--- src/rtl/gcd_host_ctrl.sv ---
// Initiator-side controller for a GCD engine: takes one operand pair at a time,
// pulses the engine start, waits for done or timeout, and returns the response.
module gcd_host_ctrl #(
    parameter int unsigned NBITS   = 32,
    parameter int unsigned TIMEOUT = 1024,
    parameter int unsigned CNTW    = 16
) (
    input  logic             clk,
    input  logic             reset_n,
    input  logic             req_valid,
    output logic             req_ready,
    input  logic [NBITS-1:0] req_a,
    input  logic [NBITS-1:0] req_b,
    output logic             rsp_valid,
    input  logic             rsp_ready,
    output logic [NBITS-1:0] rsp_result,
    output logic             rsp_error,
    output logic [NBITS-1:0] eng_a,
    output logic [NBITS-1:0] eng_b,
    output logic             eng_start,
    input  logic [NBITS-1:0] eng_result,
    input  logic             eng_done,
    output logic             busy,
    output logic [CNTW-1:0]  cmpl_count
);

    localparam int unsigned TW = $clog2(TIMEOUT);
    localparam logic [TW-1:0] TLAST = TW'(TIMEOUT - 1);

    typedef enum logic [1:0] {
        S_IDLE  = 2'd0,
        S_ISSUE = 2'd1,
        S_WAIT  = 2'd2,
        S_RESP  = 2'd3
    } state_e;

    state_e           state_q;
    logic [NBITS-1:0] eng_a_q;
    logic [NBITS-1:0] eng_b_q;
    logic             eng_start_q;
    logic             rsp_valid_q;
    logic [NBITS-1:0] rsp_result_q;
    logic             rsp_error_q;
    logic [CNTW-1:0]  cmpl_count_q;
    logic [TW-1:0]    tmo_cnt_q;

    // Single sequential FSM; every output except the two status flags is a flop.
    always_ff @(posedge clk or negedge reset_n) begin
        if (!reset_n) begin
            state_q      <= S_IDLE;
            eng_a_q      <= '0;
            eng_b_q      <= '0;
            eng_start_q  <= 1'b0;
            rsp_valid_q  <= 1'b0;
            rsp_result_q <= '0;
            rsp_error_q  <= 1'b0;
            cmpl_count_q <= '0;
            tmo_cnt_q    <= '0;
        end else begin
            case (state_q)
                S_IDLE: begin
                    if (req_valid) begin
                        eng_a_q     <= req_a;
                        eng_b_q     <= req_b;
                        eng_start_q <= 1'b1;
                        state_q     <= S_ISSUE;
                    end
                end
                S_ISSUE: begin
                    eng_start_q <= 1'b0;
                    tmo_cnt_q   <= '0;
                    state_q     <= S_WAIT;
                end
                S_WAIT: begin
                    // Done takes priority over a timeout landing on the same cycle.
                    if (eng_done) begin
                        rsp_result_q <= eng_result;
                        rsp_error_q  <= 1'b0;
                        rsp_valid_q  <= 1'b1;
                        state_q      <= S_RESP;
                    end else if (tmo_cnt_q == TLAST) begin
                        rsp_result_q <= '0;
                        rsp_error_q  <= 1'b1;
                        rsp_valid_q  <= 1'b1;
                        state_q      <= S_RESP;
                    end else begin
                        tmo_cnt_q <= tmo_cnt_q + TW'(1);
                    end
                end
                S_RESP: begin
                    if (rsp_ready) begin
                        rsp_valid_q  <= 1'b0;
                        cmpl_count_q <= cmpl_count_q + CNTW'(1);
                        state_q      <= S_IDLE;
                    end
                end
                default: state_q <= S_IDLE;
            endcase
        end
    end

    assign req_ready  = (state_q == S_IDLE);
    assign busy       = (state_q != S_IDLE);
    assign eng_a      = eng_a_q;
    assign eng_b      = eng_b_q;
    assign eng_start  = eng_start_q;
    assign rsp_valid  = rsp_valid_q;
    assign rsp_result = rsp_result_q;
    assign rsp_error  = rsp_error_q;
    assign cmpl_count = cmpl_count_q;

endmodule

--- config.mk ---
export PLATFORM = sky130hd
export DESIGN_NAME = gcd_host_ctrl
export DESIGN_NICKNAME = d
export VERILOG_FILES = /design/src/rtl/gcd_host_ctrl.sv
export SDC_FILE = /design/constraint.sdc
export NUM_CORES = 1
export LEC_CHECK = 0
export CAP_MARGIN = 25
export CORE_MARGIN = 2
export CORE_UTILIZATION = 43
export DETAILED_ROUTE_END_ITERATION = 8
export PLACE_DENSITY = 0.84
export SYNTH_ARGS = -nofsm -noshare
export SYNTH_HDL_FRONTEND = slang
export SYNTH_SLANG_ARGS = --single-unit
--- constraint.sdc ---
create_clock -name clk -period 2.8 [get_ports clk]
set_clock_uncertainty 0.2 [all_clocks]
set_input_delay 0.42 -clock clk [delete_from_list [all_inputs] [get_ports clk]]
set_output_delay 0.42 -clock clk [all_outputs]
set_load 0.02 [all_outputs]
==> results.toml, run 1 <==
[outcome]
status = "complete, but fails checks"
violations = "design-rule violations"

[sta]
min_period_ns = 2.519
rsz0062_at_grt = "false"
finalSetupTns_ns = 0
slew_violations = 0
max_freq_mhz = 396.9
worstMarginPinSlew_ns = 0.7499
setup_viol = 0
timing_hold_violations_final = 0
min_period_over_period_pct = 89.98
slew_headroom_pct = 50.00

[critical_path]
reg2reg_to = "rsp_result[10]"
crit_chain = "inv_1, ha_1, inv_1, clkdlybuf4s50_1"
reg2reg_from = "tmo_cnt_q[0]"
arrival_ns = 1.90
path_class = "reg -> out"
path_common_cell = "inv_1"
reg2reg_depth = 5
cp_top_family = "buffers and inverters"
crit_slowest_cell = "clkdlybuf4s50_1"
rrSetupSlack_ns = 0.68
critPathBufInv = 3
end_kind = "primary output"
startpoint_type = "register"
cp.required_ns = 2.18
cp_max_fo = 4
slowest_delay_ns = 0.61

[final_layout]
fillers = 783
final_util_pct = 70.34
drive_gt1_share_pct = 15.97
fin_nets = 689
antennaDiodeCount = 0
layout_common_cells = "216 x clkdlybuf4s50_1, 127 x dfrtp_1, 50 x mux2_2, 34 x a22o_1, 17 x clkbuf_16"
final_common_cell = "clkdlybuf4s50_1"
syn_to_final_growth_pct = 57.79

[pwr]
leakagePower_uw = 0.003509
ir_drop_mv = 0.6609
power.density_mw_per_mm2 = 1177

[drt]
dr_total_vias = 3785
wire_per_inst_um = 18.24
vias_per_cell = 5.129
routed_wl_um = 13460
drc_errors = 15
dr.pass1.iters = 9
drt_iter0_markers = 165
drtAntennaViolNets = 0

[clocking]
cts_buffers = 17
clock-sinks = 127
cts_tree = "built"
h-tree-depth = 4
cts-root-buf = "clkbuf_16"
cts_resized = 0
clkTransAtPathRegs_ns = 0.06
clk_latency_ns = 0.41
cts_buffer_depth = 2
cts_setup_buffers = 0

[global_routing]
antenna_found_initial = 1
grt_max_degree = 65
grt.total_usage_pct = 21.86
grt_first_pass_wirelength_um = 21610
grt_pass1_vias = 4051
grt_remaining_overflow = 0

[yosys]
synth-edff-count = 0
synth_ff_type = "dfrtp_1"
synth.distinct_cells = 45
ys_top_cells_by_area = "dfrtp_1 62%, mux2_2 11%, a22o_1 5.8%, mux2_1 3.5%, xnor2_1 1.7%"
synth.largest_area_cell = "dfrtp_1"
synthCells = 357
synth.avg_cell_area_sq_um = 14.38
ys_ff_latch = 127
synth_top_area_share_pct = 61.91
synth_area_sq_mm = 0.005134
syn-num-nets = 464
yosysWarnings = 0
synthArstFlopShare_pct = 100.0
ys_seq_area_share_pct = 61.91

[worst_hold_path]
holdPathEnd = "eng_b[17]"
holdPathStages = 1
hold_class = "reg -> reg"
hold_start = "eng_b[17]"

[placed_design]
hpwl_um = 9633
portBuffers = 217
gp_congestion = 0.7720

[floorplan]
io_pins = 218
start_util_pct = 44.58
die_w_um = 113.3
die_y_um = 113.3
rows = 39
dieArea_sq_mm = 0.01283
coreArea_sq_mm = 0.01152

[job]
cap_violations = 0
## synthesized netlist by cell type (all sizes together) (3+ instances only)
cell type / number
nor3: 9
nand3: 9
dfrtp: 127
a21oi: 5
a22o: 34
clkbuf: 5
ha: 6
nand4: 4
inv: 11
nor2: 6
xnor2: 10
mux2i: 4
nand2: 15
and3: 3
buf: 12
mux2: 66
a31oi: 3
xor2: 6
## registers in the layout, indices dropped and copies added (netlist names)
name        flops
cmpl_count     16
eng_a          32
eng_b          32
eng_start       1
rsp_error       1
rsp_result     32
rsp_valid       1
state_q         2
tmo_cnt_q      10
## worst max-delay path by stage
stage	start	endpoint	slack, ns	depth (start not counted)
global route	state_q[0]	busy	0.19	4
detailed placement	rsp_ready	cmpl_count[11]	0.59	5
CTS	state_q[0]	busy	0.25	4
global placement	rsp_ready	cmpl_count[15]	0.62	5
floorplan	tmo_cnt_q[0]	state_q[1]	0.88	5
finish	state_q[0]	busy	0.28	4
## worst register-to-register path, stage by stage (launching register included)
cell and delay (ns):
dfrtp_1 0.42, ha_1 0.26, nand3_4 0.13, o31ai_4 0.41, nand2_4 0.29, a22o_1 0.29
## through the flow
stage	power [uW]	instance area [sq um]	std cells	worst slack [ns]	hold slack, ns
finish	9531	8100	738	0.2807	0.2862
global route	9987	8100	738	0.1870	0.3067
CTS	9627	8100	738	0.2540	0.2926
detailed placement	7239	7462	705	0.5871	0.2808
global placement	7111	7462	705	0.6218	0.2726
floorplan	5178	5134	357	0.8754	-0.07559
## routing by layer
| layer | part of all wire [%] | up-vias | GRT usage (%) |
|---|---|---|---|
| li1 | - | 1743 | - |
| met1 | 39 | 1868 | 25.88 |
| met3 | 6.4 | 31 | 6.160 |
| met2 | 52 | 143 | 36.77 |
| met5 | 0 | - | 0 |
| met4 | 3.0 | 0 | 10.65 |
## area by class of cell
type	instances	area (sq um)	share of cell area (%)
sequential	127	3178	39.23
inverter	11	41.29	0.5097
timing repair buffer	223	2255	27.83
clock buffer	27	503.0	6.209
tap	143	178.9	2.209
clock inverter	5	125.1	1.545
multi-input combinational	202	1819	22.46
## cells by family (layout without fill, tap and decap cells)
kind of cell / Yosys count / after routing / synth area share, %
fa+ha+maj: 6 / 6 / 1.462
xor+xnor: 16 / 16 / 2.730
buf+inv: 28 / 266 / 2.705
compound gates: 55 / 55 / 9.310
flops: 127 / 127 / 61.91
simple gates: 55 / 55 / 6.630
mux: 70 / 70 / 15.26
## power breakdown
part	switching, uW	internal, uW
combinational	1970	2160
sequential	460	2610
clock	743	1580
## repair_timing
action | in CTS | in global routing
endpoints found under the setup margin | 0 | 0
hold buffers | 1 | 0
endpoints found under the hold margin | 55 | 0
Note: power is estimated with default switching activity, not from simulation.
==> run 2, diff against run 1 <==
--- a/config.mk
+++ b/config.mk
@@ -9,6 +9,7 @@
 export CORE_MARGIN = 2
 export CORE_UTILIZATION = 43
 export DETAILED_ROUTE_END_ITERATION = 8
+export HOLD_SLACK_MARGIN = 0.08
 export PLACE_DENSITY = 0.84
 export SYNTH_ARGS = -nofsm -noshare
 export SYNTH_HDL_FRONTEND = slang
==> results of run 2 <==
No change in the layout: final DEF, timing and power equal those of run 1.
==> run 3, diff against run 2 <==
==> constraint.sdc (replaced) <==
create_clock -name clk -period 2.4 [get_ports clk]
set_clock_uncertainty 0.2 [all_clocks]
set_input_delay 0.36 -clock clk [delete_from_list [all_inputs] [get_ports clk]]
set_output_delay 0.36 -clock clk [all_outputs]
set_load 0.02 [all_outputs]
==> run 3 against run 2 <==
Effect of this change:
- the run still ends with design-rule violations left
- critical path depth unchanged
- sequential share of layout area unchanged
- count of clock-buffer cells in the layout down 3
- utilization unchanged
- routed wire length down 0.14%
- first-iteration DRC count up 3.6%
- sequential power up 17%
- largest cell class unchanged
- highest routed layer unchanged
==> results.toml, run 3 (synthesis gave the netlist of run 1 again) <==
[outcome]
status = "complete, but fails checks"
violations = "design-rule violations"

[sta]
max_freq_mhz = 460.8
finalSetupTns_ns = 0
setup_viol = 0
setup_slack_ns = 0.2297
min_period_ns = 2.170
rsz0062_at_grt = "false"
slew_headroom_pct = 67.99
worstMarginPinSlew_ns = 0.4801
min_period_over_period_pct = 90.43
timing_hold_violations_final = 0
slew_violations = 0

[clocking]
cts-root-buf = "clkbuf_16"
h-tree-depth = 4
clk_latency_ns = 0.41
cts_buffer_depth = 2
cts_buffers = 17
clock-sinks = 127
clkTransAtPathRegs_ns = 0.06
cts_setup_buffers = 0
cts_tree = "built"

[floorplan]
die_y_um = 113.3
io_pins = 218
start_util_pct = 44.58
die_w_um = 113.3
coreArea_sq_mm = 0.01152
rows = 39
dieArea_sq_mm = 0.01283

[pwr]
p_sw_uw = 3710
finalPower_uw = 11040
power.density_mw_per_mm2 = 1362
clockPowerShare_pct = 23.8
leakagePower_uw = 0.003527
p_comb_share_pct = 43.7
p_seq_share_pct = 32.5
intPower_uw = 7325
netSwitchingFraction_pct = 33.62
ir_drop_mv = 0.7325

[placed_design]
dp_worst_setup_slack_ns = 0.2218
gp_congestion = 0.8320
hpwl_um = 9785
portBuffers = 217

[final_layout]
layout_common_cells = "214 x clkdlybuf4s50_1, 127 x dfrtp_1, 50 x mux2_2, 34 x a22o_1, 17 x clkbuf_16"
antennaDiodeCount = 0
fin_nets = 690
syn_to_final_growth_pct = 57.79
drive_gt1_share_pct = 16.50
final_common_cell = "clkdlybuf4s50_1"

[critical_path]
crit_path_end = "busy"
crit_slowest_cell = "dfrtp_1"
cp.required_ns = 1.84
end_kind = "primary output"
slowest_delay_ns = 0.40
rrSetupSlack_ns = 0.25
path_class = "reg -> out"
cp_max_fo = 4
startpoint_type = "register"
reg2reg_depth = 6
arrival_ns = 1.61
reg2reg_to = "tmo_cnt_q[9]"
startpoint = "state_q[0]"
crit_chain = "inv_1, ha_1, inv_1, dlygate4sd2_1"
reg2reg_from = "state_q[0]"
path_common_cell = "inv_1"

[drt]
drt_iter0_markers = 171
routed_wl_um = 13450
wire_per_inst_um = 18.24
dr.pass1.iters = 8
drtAntennaViolNets = 0
drc_errors = 18
vias_per_cell = 5.175
dr_total_vias = 3814

[job]
cap_violations = 0

[worst_hold_path]
hold_class = "in -> async"

[global_routing]
grt_remaining_overflow = 0
grt_max_degree = 65
antenna_found_initial = 0
grt.total_usage_pct = 21.68
grt_first_pass_wirelength_um = 21390
grt_pass1_vias = 3990
==> run 3: cell type report <==
type                    instances  area (sq um)
flip-flops and latches        127          3178
clock buffers                  24         501.7
multi-input cells             202          1819
repair buffers                224          2276
inverters                      11         41.29
clock inverters                 6         105.1
fillers                       822          3416
well taps                     143         178.9
==> run 3: power groups by stage <==
stage	combinational (uW)	clock, uW	sequential (uW)
floorplan	1440	0	4600
global placement	4760	0	3550
detailed placement	4870	0	3610
CTS	4880	2670	3590
global route	5070	2760	3710
finish	4820	2620	3590
==> run 3: what timing repair did <==
action,CTS,global route
resized for setup,1,1
hold endpoints to repair,33,0
hold buffers,1,0
setup endpoints to repair,1,1
==> run 3: worst min path at each step <==
stage,from,end,slack [ns],cells after the start
floorplan,reset_n,cmpl_count[0],-0.14,0
global placement,reset_n,eng_b[21],0.15,1
detailed placement,reset_n,eng_b[22],0.15,1
CTS,reset_n,eng_b[22],0.25,2
global route,reset_n,rsp_result[18],0.28,2
finish,reset_n,rsp_result[18],0.26,2
==> run 3: critical path, delay by kind of cell (launching register included) <==
family,cells,cell delay [ns]
buffers and inverters,3,0.54
DFF,1,0.40
adders and majority gates,1,0.26
==> run 3: per-layer routing <==
metal / up-vias / routed length [um] / track usage, %
li1: 1740 / - / -
met1: 1908 / 5102 / 25.34
met2: 148 / 7149 / 37.60
met3: 18 / 960 / 6.642
met4: 0 / 233 / 8.130
met5: - / 0 / 0
==> run 3: through the flow <==
step,instance area [sq um],hold WS (ns),cells,util [%]
3_3_place_gp,7482,0.1477,706,64.97
3_5_place_dp,7482,0.1533,706,64.97
5_1_grt,8100,0.2786,737,70.34
2_1_floorplan,5134,-0.1356,357,-
6_report,8100,0.2599,737,70.34
4_1_cts,8098,0.2547,737,70.32
